===== config.mk =====
export PLATFORM = sky130hd
export DESIGN_NAME = rob_ptr_ctrl
export DESIGN_NICKNAME = d
export VERILOG_FILES = /design/src/rtl/rob_ptr_ctrl.sv
export SDC_FILE = /design/constraint.sdc
export NUM_CORES = 1
export LEC_CHECK = 0
export CAP_MARGIN = 20
export CORE_UTILIZATION = 45
export CTS_CLUSTER_DIAMETER = 50
export DETAILED_ROUTE_END_ITERATION = 7
export HOLD_SLACK_MARGIN = 0.02
export PLACE_DENSITY = 0.68
export SLEW_MARGIN = 10
export SYNTH_ARGS = -nofsm -noshare
export SYNTH_HDL_FRONTEND = slang
export SYNTH_SLANG_ARGS = --single-unit

===== constraint.sdc =====
create_clock -name clk -period 3 [get_ports clk]
set_input_delay 0.3 -clock clk [delete_from_list [all_inputs] [get_ports clk]]
set_output_delay 0.3 -clock clk [all_outputs]
set_load 0.03 [all_outputs]

===== src/rtl/rob_ptr_ctrl.sv =====
// rob_ptr_ctrl: reorder-buffer allocation/retirement controller.
// Owns the circular head/tail pointers, the occupancy count and the per-entry
// valid/done bits. Flush and reset both return the buffer to the empty state.
module rob_ptr_ctrl #(
    parameter int ROB_ADDR_WIDTH = 4
) (
    input  logic                      clk,
    input  logic                      rst,
    input  logic                      rob_write_en,
    output logic                      rob_can_write,
    output logic [ROB_ADDR_WIDTH-1:0] rob_write_addr,
    input  logic                      wb_en,
    input  logic [ROB_ADDR_WIDTH-1:0] wb_addr,
    output logic                      rob_can_commit,
    output logic [ROB_ADDR_WIDTH-1:0] rob_commit_addr,
    input  logic                      rob_commit_en,
    input  logic                      flush,
    output logic [ROB_ADDR_WIDTH:0]   rob_count,
    output logic                      rob_empty
);

    localparam int DEPTH = 1 << ROB_ADDR_WIDTH;
    localparam logic [ROB_ADDR_WIDTH:0] DEPTH_C = (ROB_ADDR_WIDTH+1)'(DEPTH);

    logic [ROB_ADDR_WIDTH-1:0] r_head;
    logic [ROB_ADDR_WIDTH-1:0] r_tail;
    logic [ROB_ADDR_WIDTH:0]   r_count;
    logic [DEPTH-1:0]          r_valid;
    logic [DEPTH-1:0]          r_done;

    logic w_alloc;
    logic w_retire;

    // Status outputs come from registered state only; no bypass of space freed this cycle.
    always_comb begin
        rob_can_write   = (r_count < DEPTH_C);
        rob_write_addr  = r_tail;
        rob_commit_addr = r_head;
        rob_can_commit  = r_valid[r_head] && r_done[r_head];
        rob_count       = r_count;
        rob_empty       = (r_count == '0);
        w_alloc         = rob_write_en && rob_can_write;
        w_retire        = rob_commit_en && rob_can_commit;
    end

    // Pointer, count and entry-state update; reset/flush override everything.
    always_ff @(posedge clk) begin
        if (rst || flush) begin
            r_head  <= '0;
            r_tail  <= '0;
            r_count <= '0;
            r_valid <= '0;
            r_done  <= '0;
        end else begin
            if (w_alloc) begin
                r_valid[r_tail] <= 1'b1;
                r_done[r_tail]  <= 1'b0;
                r_tail          <= r_tail + ROB_ADDR_WIDTH'(1);
            end
            // Gated on registered valid, so a writeback to the entry being
            // allocated this cycle is dropped.
            if (wb_en && r_valid[wb_addr]) begin
                r_done[wb_addr] <= 1'b1;
            end
            // Placed last so its clears win over a same-entry writeback set.
            if (w_retire) begin
                r_valid[r_head] <= 1'b0;
                r_done[r_head]  <= 1'b0;
                r_head          <= r_head + ROB_ADDR_WIDTH'(1);
            end
            case ({w_alloc, w_retire})
                2'b10:   r_count <= r_count + (ROB_ADDR_WIDTH+1)'(1);
                2'b01:   r_count <= r_count - (ROB_ADDR_WIDTH+1)'(1);
                default: r_count <= r_count;
            endcase
        end
    end

endmodule


==> metrics.md, run 1 <==
| Metric | Value |
|---|---|
| Status | complete, no violations |
| CTS sink cnt | 45 |
| Post-synth EDFFs | 0 |
| Top FF cell, synth | dfxtp_1 |
| Worst clock skew | 0.00476 ns |
| Yosys Warn Count | 0 |
| Mapped Nets | 302 |
| Core area | 5540 sq um |
| Total global-route track usage | 23.5% |
| Max Freq | 355 MHz |
| CP Capture Point | rob_count[4] |
| Port Buffers | 25 |
| Total vias in the final route | 2367 |
| Post-synth top area cell | dfxtp_1 |
| Worst EP required | 3.16 ns |
| Unrepaired setup endpoints after global routing | no |
| FF/Latch Area | 906 sq um |
| Top cell type's share of synthesized area | 34.8% |
| Critical path peak fanout | 8 |
| Die Area | 6070 sq um |
| Cells after synthesis | 280 |
| FF-to-FF setup slack | 0.19 ns |
| Arrival @ worst endpoint | 2.97 ns |
| Crit end category | register |
| # DRC | 0 |
| Clock power share | 36.0% |
| Number of max-slew violations in the final report | 0 |
| Maxcap violations | 0 |
| Antenna diodes | 0 |
| Period utilisation layout | 93.8% |
| Switching Share | 24.8% |
| Fillers | 525 |
| Post-CTS Hold Buffers | 0 |
| First DRT Iteration DRCs | 239 |
| P_int | 814 uW |
| CTS tree | built |
| HP Class | register to register |
| Final WL | 7000 um |
| CTS H-tree lvls | 2 |
| Setup violations, final | 0 |
| Largest cells by area after synthesis | dfxtp_1 (35%), a311oi_1 (11%), ha_1 (5.8%), mux4_2 (5.2%), nand2_1 (3.6%) |
| Hold Fails Final Rpt | 0 |
| DIE WIDTH | 77.9 um |
| Reg-to-reg critical path startpoint | rob_commit_addr[1] |
| Congestion Overflow GR | 0 |
| Psw | 268 uW |
| Largest net degree at the start of global routing | 43 |
| Cts bufs inserted | 5 |
| Initial Utilization | 46.8% |
| Root buffer cell | clkbuf_8 |
| Avg WL per Cell | 19.4 um |
| Flops & latches, synth | 45 |
| Asr flop ratio synth | 0% |
| Area growth syn-to-layout | 14.0% |
| Combinational Power Share | 8.2% |
| Hold_ws | 0.508 ns |
| Static leakage power | 0.922 nW |
| Syn_area_per_cell | 9.25 sq um |
| Seq/Total Area, Yosys | 34.8% |
| Flop pwr share | 55.7% |
| CTS clock-pin slew for the worst setup and hold paths | 0.08 ns |
| Crit path kind | register to register |
| Routed vias/inst | 6.56 |
| R2R Path End | rob_count[4] |
| Vias in the first global route | 2054 |
| CP startpoint kind | register |
| Reg2Reg Depth | 12 |
| CTS max path bufs | 2 |
| Multi-input gate area | 1530 sq um |
| IO Count | 26 |
| Setup TNS | 0 ns |
| First-pass GRT wire length | 11000 um |
| Share of post-route cells with drive strength above 1 | 12.5% |
| Worst-skew pair later-pin latency | 0.30 ns |
| Hpwl dp | 4730 um |
| Initial antenna violation count | 0 |
| Maximum VDD drop | 0.246 mV |
| CP startpoint | rob_commit_addr[1] |
| Worst-margin pin slew | 0.832 ns |
| Global placer's final weighted congestion | 0.884 |
| Post-route ant nets | 0 |
| Period minus WS final | 2.81 ns |
| Pwr Density | 366 nW/um^2 |
| # rows | 27 |
| DRT Pass-1 Iters | 6 |
| Height of the die | 77.9 um |
| Max-slew headroom | 44.5% |
| Number of distinct library cells after synthesis | 44 |
| Nets@finish | 311 |
| Mapped cell area | 2590 sq um |
power by group through the flow:
stage               sequential (mW)  combinational, mW  clock, mW
floorplan                     0.620             0.0509          0
global placement              0.617             0.0885          0
detailed placement            0.617             0.0875          0
CTS                           0.603             0.0876      0.398
global route                  0.603             0.0948      0.423
finish                        0.603             0.0891      0.390
per-stage QoR:
| step | utilization [%] | area [sq um] | power [mW] | worst slack, ns | instances |
|---|---|---|---|---|---|
| 2_1_floorplan | - | 2600 | 0.671 | 0.0274 | 280 |
| 3_3_place_gp | 51.4 | 2850 | 0.705 | 0.159 | 353 |
| 3_5_place_dp | 51.4 | 2850 | 0.704 | 0.0754 | 353 |
| 4_1_cts | 53.0 | 2930 | 1.09 | 0.0548 | 360 |
| 5_1_grt | 53.3 | 2950 | 1.12 | 0.00770 | 361 |
| 6_report | 53.3 | 2950 | 1.08 | 0.185 | 361 |
cells in the final DEF (no fill, tap or decap), types with 2 or more instances in the layout:
master / instances
a21oi_1: 6
a22oi_1: 12
a311oi_1: 32
a31oi_1: 12
a32oi_1: 4
and2_1: 2
and2b_1: 2
and4b_1: 2
buf_4: 8
clkbuf_8: 6
clkdlybuf4s50_1: 25
dfxtp_1: 43
ha_1: 10
ha_2: 2
inv_1: 6
mux2i_1: 4
mux4_1: 2
mux4_2: 6
nand2_1: 25
nand3_1: 12
nand4_1: 6
nor2_1: 12
nor2b_1: 10
o21ai_0: 3
o22ai_2: 2
or2_2: 4
or3_1: 3
or3b_1: 2
xnor2_1: 3
xor2_1: 4
registers in the layout, summed over array words and instances, names as in the netlist:
signal,cells
r_valid,16
rob_count,5
rob_commit_addr,4
r_done,16
rob_write_addr,4
synthesized netlist by cell type, types with 3 or more instances:
cell type  number
ha_1           12
xor2_1          4
mux2i_1         4
nor2_1         12
buf_2           3
a32oi_1         4
nand4_1         6
a31oi_1        12
dfxtp_1        45
nand2_1        25
a22oi_1        12
clkbuf_1       17
a21oi_1         6
a311oi_1       33
or2_2           4
or3_1           3
buf_4           3
inv_1           6
mux4_2          6
buf_1           6
o21ai_0         3
nand3_1        12
xnor2_1         3
nor2b_1        11
worst max-delay path: stages, from the launching register on:
cell	delay (ns)
dfxtp_4	0.38
inv_2	0.10
mux4_2	0.52
o22ai_2	0.18
o21a_2	0.18
ha_2	0.19
xor2_1	0.16
ha_2	0.23
a21boi_1	0.16
o221ai_1	0.15
a311oi_2	0.23
xnor2_1	0.15
nor2_1	0.05
timing repair:
item                                    4_1_cts  5_1_grt
gates resized for setup                       0        4
buffers inserted                              0        1
endpoints found under the setup margin        0        1
how the worst min path moves through the flow:
| stage | from | end | slack, ns | depth (start not counted) |
|---|---|---|---|---|
| 6_report | rob_count[3] | rob_count[3] | 0.51 | 2 |
| 5_1_grt | rob_count[3] | rob_count[3] | 0.54 | 2 |
| 4_1_cts | rob_count[3] | rob_count[3] | 0.52 | 2 |
| 3_5_place_dp | rob_count[3] | rob_count[3] | 0.50 | 2 |
| 3_3_place_gp | rob_count[3] | rob_count[3] | 0.49 | 2 |
| 2_1_floorplan | rst | rob_commit_addr[2] | 0.47 | 2 |
metal layers:
| layer | global-route usage (%) | part of all wire [%] |
|---|---|---|
| met3 | 3.65 | 7.9 |
| met1 | 33.6 | 44 |
| met4 | 6.60 | 1.8 |
| met5 | 0 | 0 |
| met2 | 36.5 | 46 |
kinds of logic after synthesis:
family | Yosys count | share of synthesized area (%)
and+or+nand+nor | 88 | 18.1
AOI/OAI and AO/OA | 78 | 23.6
DFF | 45 | 34.8
buffers and inverters | 38 | 6.66
muxes | 12 | 8.79
adders and majority gates | 12 | 5.79
xor gates and xnor gates | 7 | 2.37
final cells by class:
class | count | area share, %
inverter | 7 | 0.890
clock buffer | 6 | 2.80
tap | 72 | 3.05
multi-input combinational | 197 | 51.9
sequential | 45 | 30.7
clock inverter | 1 | 0.212
timing repair buffer | 33 | 10.5
(Power assumes the default switching activity.)
==> run 2: changes to the inputs <==
--- a/config.mk
+++ b/config.mk
@@ -8,6 +8,7 @@
 export CAP_MARGIN = 20
 export CORE_UTILIZATION = 45
 export CTS_CLUSTER_DIAMETER = 50
+export CTS_CLUSTER_SIZE = 16
 export DETAILED_ROUTE_END_ITERATION = 7
 export HOLD_SLACK_MARGIN = 0.02
 export PLACE_DENSITY = 0.68
==> results of run 2 <==
No change in the layout: final DEF, timing and power equal those of run 1.
==> run 3: changes to the inputs <==
--- a/config.mk
+++ b/config.mk
@@ -10,6 +10,7 @@
 export CTS_CLUSTER_DIAMETER = 50
 export CTS_CLUSTER_SIZE = 16
 export DETAILED_ROUTE_END_ITERATION = 7
+export GPL_TIMING_DRIVEN = 0
 export HOLD_SLACK_MARGIN = 0.02
 export PLACE_DENSITY = 0.68
 export SLEW_MARGIN = 10
==> run 3 against run 2 <==
Critical path type unchanged. Worst hold slack worse by 0.020 ns. Flip-flop and latch count stayed put. Register-to-register slack worse by 0.06 ns. Global-route usage is 2.1 points higher. Highest routed layer unchanged. Clock skew is 0.0024 ns higher. Setup slack worse by 0.059 ns. Wire length is 6.4% higher.
==> metrics.md, run 3 (synthesized netlist as in run 1, its figures left out) <==
| Metric | Value |
|---|---|
| Hold_ws | 0.488 ns (was 0.508 ns) |
| Cts bufs inserted | 5 (unchanged) |
| Maxcap violations | 0 (unchanged) |
| Post-DP Area | 2930 sq um (was 2850 sq um) |
| Worst-margin pin slew | 0.526 ns (was 0.832 ns) |
| Crit end category | register (unchanged) |
| Clock power share | 35.1% (was 36.0%) |
| First DRT Iteration DRCs | 286 (was 239) |
| Hpwl dp | 5010 um (was 4730 um) |
| Multi-input gate area | 1560 sq um (was 1530 sq um) |
| Period utilisation layout | 95.8% (was 93.8%) |
| Core area | 5540 sq um (unchanged) |
| Port Buffers | 24 (was 25) |
| P_int | 798 uW (was 814 uW) |
| Initial antenna violation count | 0 (unchanged) |
| Root buffer cell | clkbuf_8 (unchanged) |
| Nets@finish | 340 (was 311) |
| # rows | 27 (unchanged) |
| Height of the die | 77.9 um (unchanged) |
| Initial Utilization | 46.8% (unchanged) |
| CP startpoint kind | register (unchanged) |
| Psw | 276 uW (was 268 uW) |
| Post-Place Setup Slack | -0.548 ns (was 0.0754 ns) |
| Status | complete, no violations (unchanged) |
| FF/Latch Area | 906 sq um (unchanged) |
| Vias in the first global route | 2316 (was 2054) |
| # DRC | 0 (unchanged) |
| Critical path peak fanout | 8 (unchanged) |
| Congestion Overflow GR | 0 (unchanged) |
| Max Freq | 348 MHz (was 355 MHz) |
| Worst-skew pair later-pin latency | 0.30 ns (about the same) |
| First-pass GRT wire length | 11900 um (was 11000 um) |
| DIE WIDTH | 77.9 um (unchanged) |
| IO Count | 26 (unchanged) |
| Placed Instances | 376 (was 353) |
| CTS tree | built (unchanged) |
| Worst clock skew | 0.00719 ns (was 0.00476 ns) |
| Share of post-route cells with drive strength above 1 | 14.1% (was 12.5%) |
| Max-slew headroom | 65.0% (was 44.5%) |
| DRT Pass-1 Iters | 5 (was 6) |
| Flop pwr share | 56.1% (was 55.7%) |
| CTS sink cnt | 45 (unchanged) |
| Period minus WS final | 2.87 ns (was 2.81 ns) |
| Arrival @ worst endpoint | 3.06 ns (was 2.97 ns) |
| Combinational Power Share | 8.9% (was 8.2%) |
| Final WL | 7450 um (was 7000 um) |
| Maximum VDD drop | 0.216 mV (was 0.246 mV) |
| Design Area, Final | 3110 sq um (was 2950 sq um) |
| Total vias in the final route | 2494 (was 2367) |
| Post-CTS Hold Buffers | 0 (unchanged) |
| Hold Fails Final Rpt | 0 (unchanged) |
| Design Power | 1.07 mW (was 1.08 mW) |
| Largest net degree at the start of global routing | 13 (was 43) |
| HP Class | input pin to register (was register to register) |
| Utilization after layout | 56.2% (was 53.3%) |
| CTS max path bufs | 2 (unchanged) |
| Total global-route track usage | 25.6% (was 23.5%) |
| Pwr Density | 345 nW/um^2 (was 366 nW/um^2) |
| Finished Layout Cells | 391 (was 361) |
| Most common cell after layout, fill and taps aside | dfxtp_1 (unchanged) |
| Number of max-slew violations in the final report | 0 (unchanged) |
| CTS H-tree lvls | 2 (unchanged) |
| Most frequent cells in the layout | dfxtp_1 (43), a311oi_1 (32), nand2_1 (25) (was dfxtp_1 (43), a311oi_1 (32), nand2_1 (25), clkdlybuf4s50_1 (25)) |
| Static leakage power | 0.980 nW (was 0.922 nW) |
| Die Area | 6070 sq um (unchanged) |
| Area growth syn-to-layout | 20.2% (was 14.0%) |
| Worst EP required | 3.18 ns (was 3.16 ns) |
| Global placer's final weighted congestion | 0.905 (was 0.884) |
| Setup violations, final | 0 (unchanged) |
| Switching Share | 25.7% (was 24.8%) |
| Fillers | 518 (was 525) |
| Post-route ant nets | 0 (unchanged) |
| Crit path kind | register to register (unchanged) |
| Antenna diodes | 0 (unchanged) |
| Setup TNS | 0 ns (unchanged) |
| CTS clock-pin slew for the worst setup and hold paths | 0.09 ns (was 0.08 ns) |
| Avg WL per Cell | 19.0 um (was 19.4 um) |
| Min setup slack post-route | 0.126 ns (was 0.185 ns) |
| Routed vias/inst | 6.38 (was 6.56) |
-- run 3: cell types whose count changed in the layout (fill, tap and decap cells not counted), moves of 2 or more --
cell	before	now
mux4_2	6	8
buf_4	8	10
buf_6	0	3
o22ai_4	0	2
clkbuf_1	0	19
mux4_1	2	0
buf_2	0	3
buf_1	0	6
o22ai_2	2	0
-- run 3: worst max-delay path: stages, from the launching register on --
cell      delay (ns)
dfxtp_4         0.39
inv_4           0.09
mux4_2          0.52
o22ai_4         0.21
o21a_4          0.18
ha_4            0.14
buf_6           0.12
xor2_1          0.07
ha_2            0.19
buf_4           0.14
o2111a_1        0.24
a311oi_2        0.26
xnor2_1         0.14
nor2_1          0.05
-- run 3: power by group through the flow --
stage / clock [mW] / combinational, mW / sequential, mW
after floorplan: 0 / 0.0509 / 0.620
after detailed placement: 0 / 0.0928 / 0.617
after CTS: 0.376 / 0.0934 / 0.603
final: 0.377 / 0.0954 / 0.603
after global routing: 0.406 / 0.102 / 0.603
after global placement: 0 / 0.0915 / 0.617
-- run 3: layout make-up --
type,instances,share of cell area [%]
sequential,45,29.1
tap,72,2.89
multi-input combinational,197,50.2
clock buffer,8,2.57
inverter,7,0.924
timing repair buffer,31,9.40
buffer,31,4.94
-- run 3: timing repair --
action | 4_1_cts | 5_1_grt
pin swaps | 4 | 5
setup endpoints to repair | 3 | 3
endpoints found under the hold margin | 0 | 0
gates resized for setup | 8 | 9
cloned | 0 | 0
buffers inserted | 3 | 4
-- run 3: layer usage --
| layer | share of wire [%] | vias to the layer above | global-route usage (%) |
|---|---|---|---|
| li1 | - | 1151 | - |
| met1 | 42 | 1208 | 34.5 |
| met2 | 47 | 116 | 39.3 |
| met3 | 8.0 | 19 | 4.59 |
| met4 | 2.3 | 0 | 12.5 |
| met5 | 0 | - | 0 |
-- run 3: final timing paths --
check	from	endpoint	slack, ns	cells past startpoint
setup / recovery	rob_commit_addr[1]	rob_count[4]	0.13	13
hold / removal	rob_commit_en	r_valid[0]	0.49	2
setup reg to reg	rob_commit_addr[1]	rob_count[4]	0.13	13
hold reg to reg	rob_count[3]	rob_count[3]	0.52	2
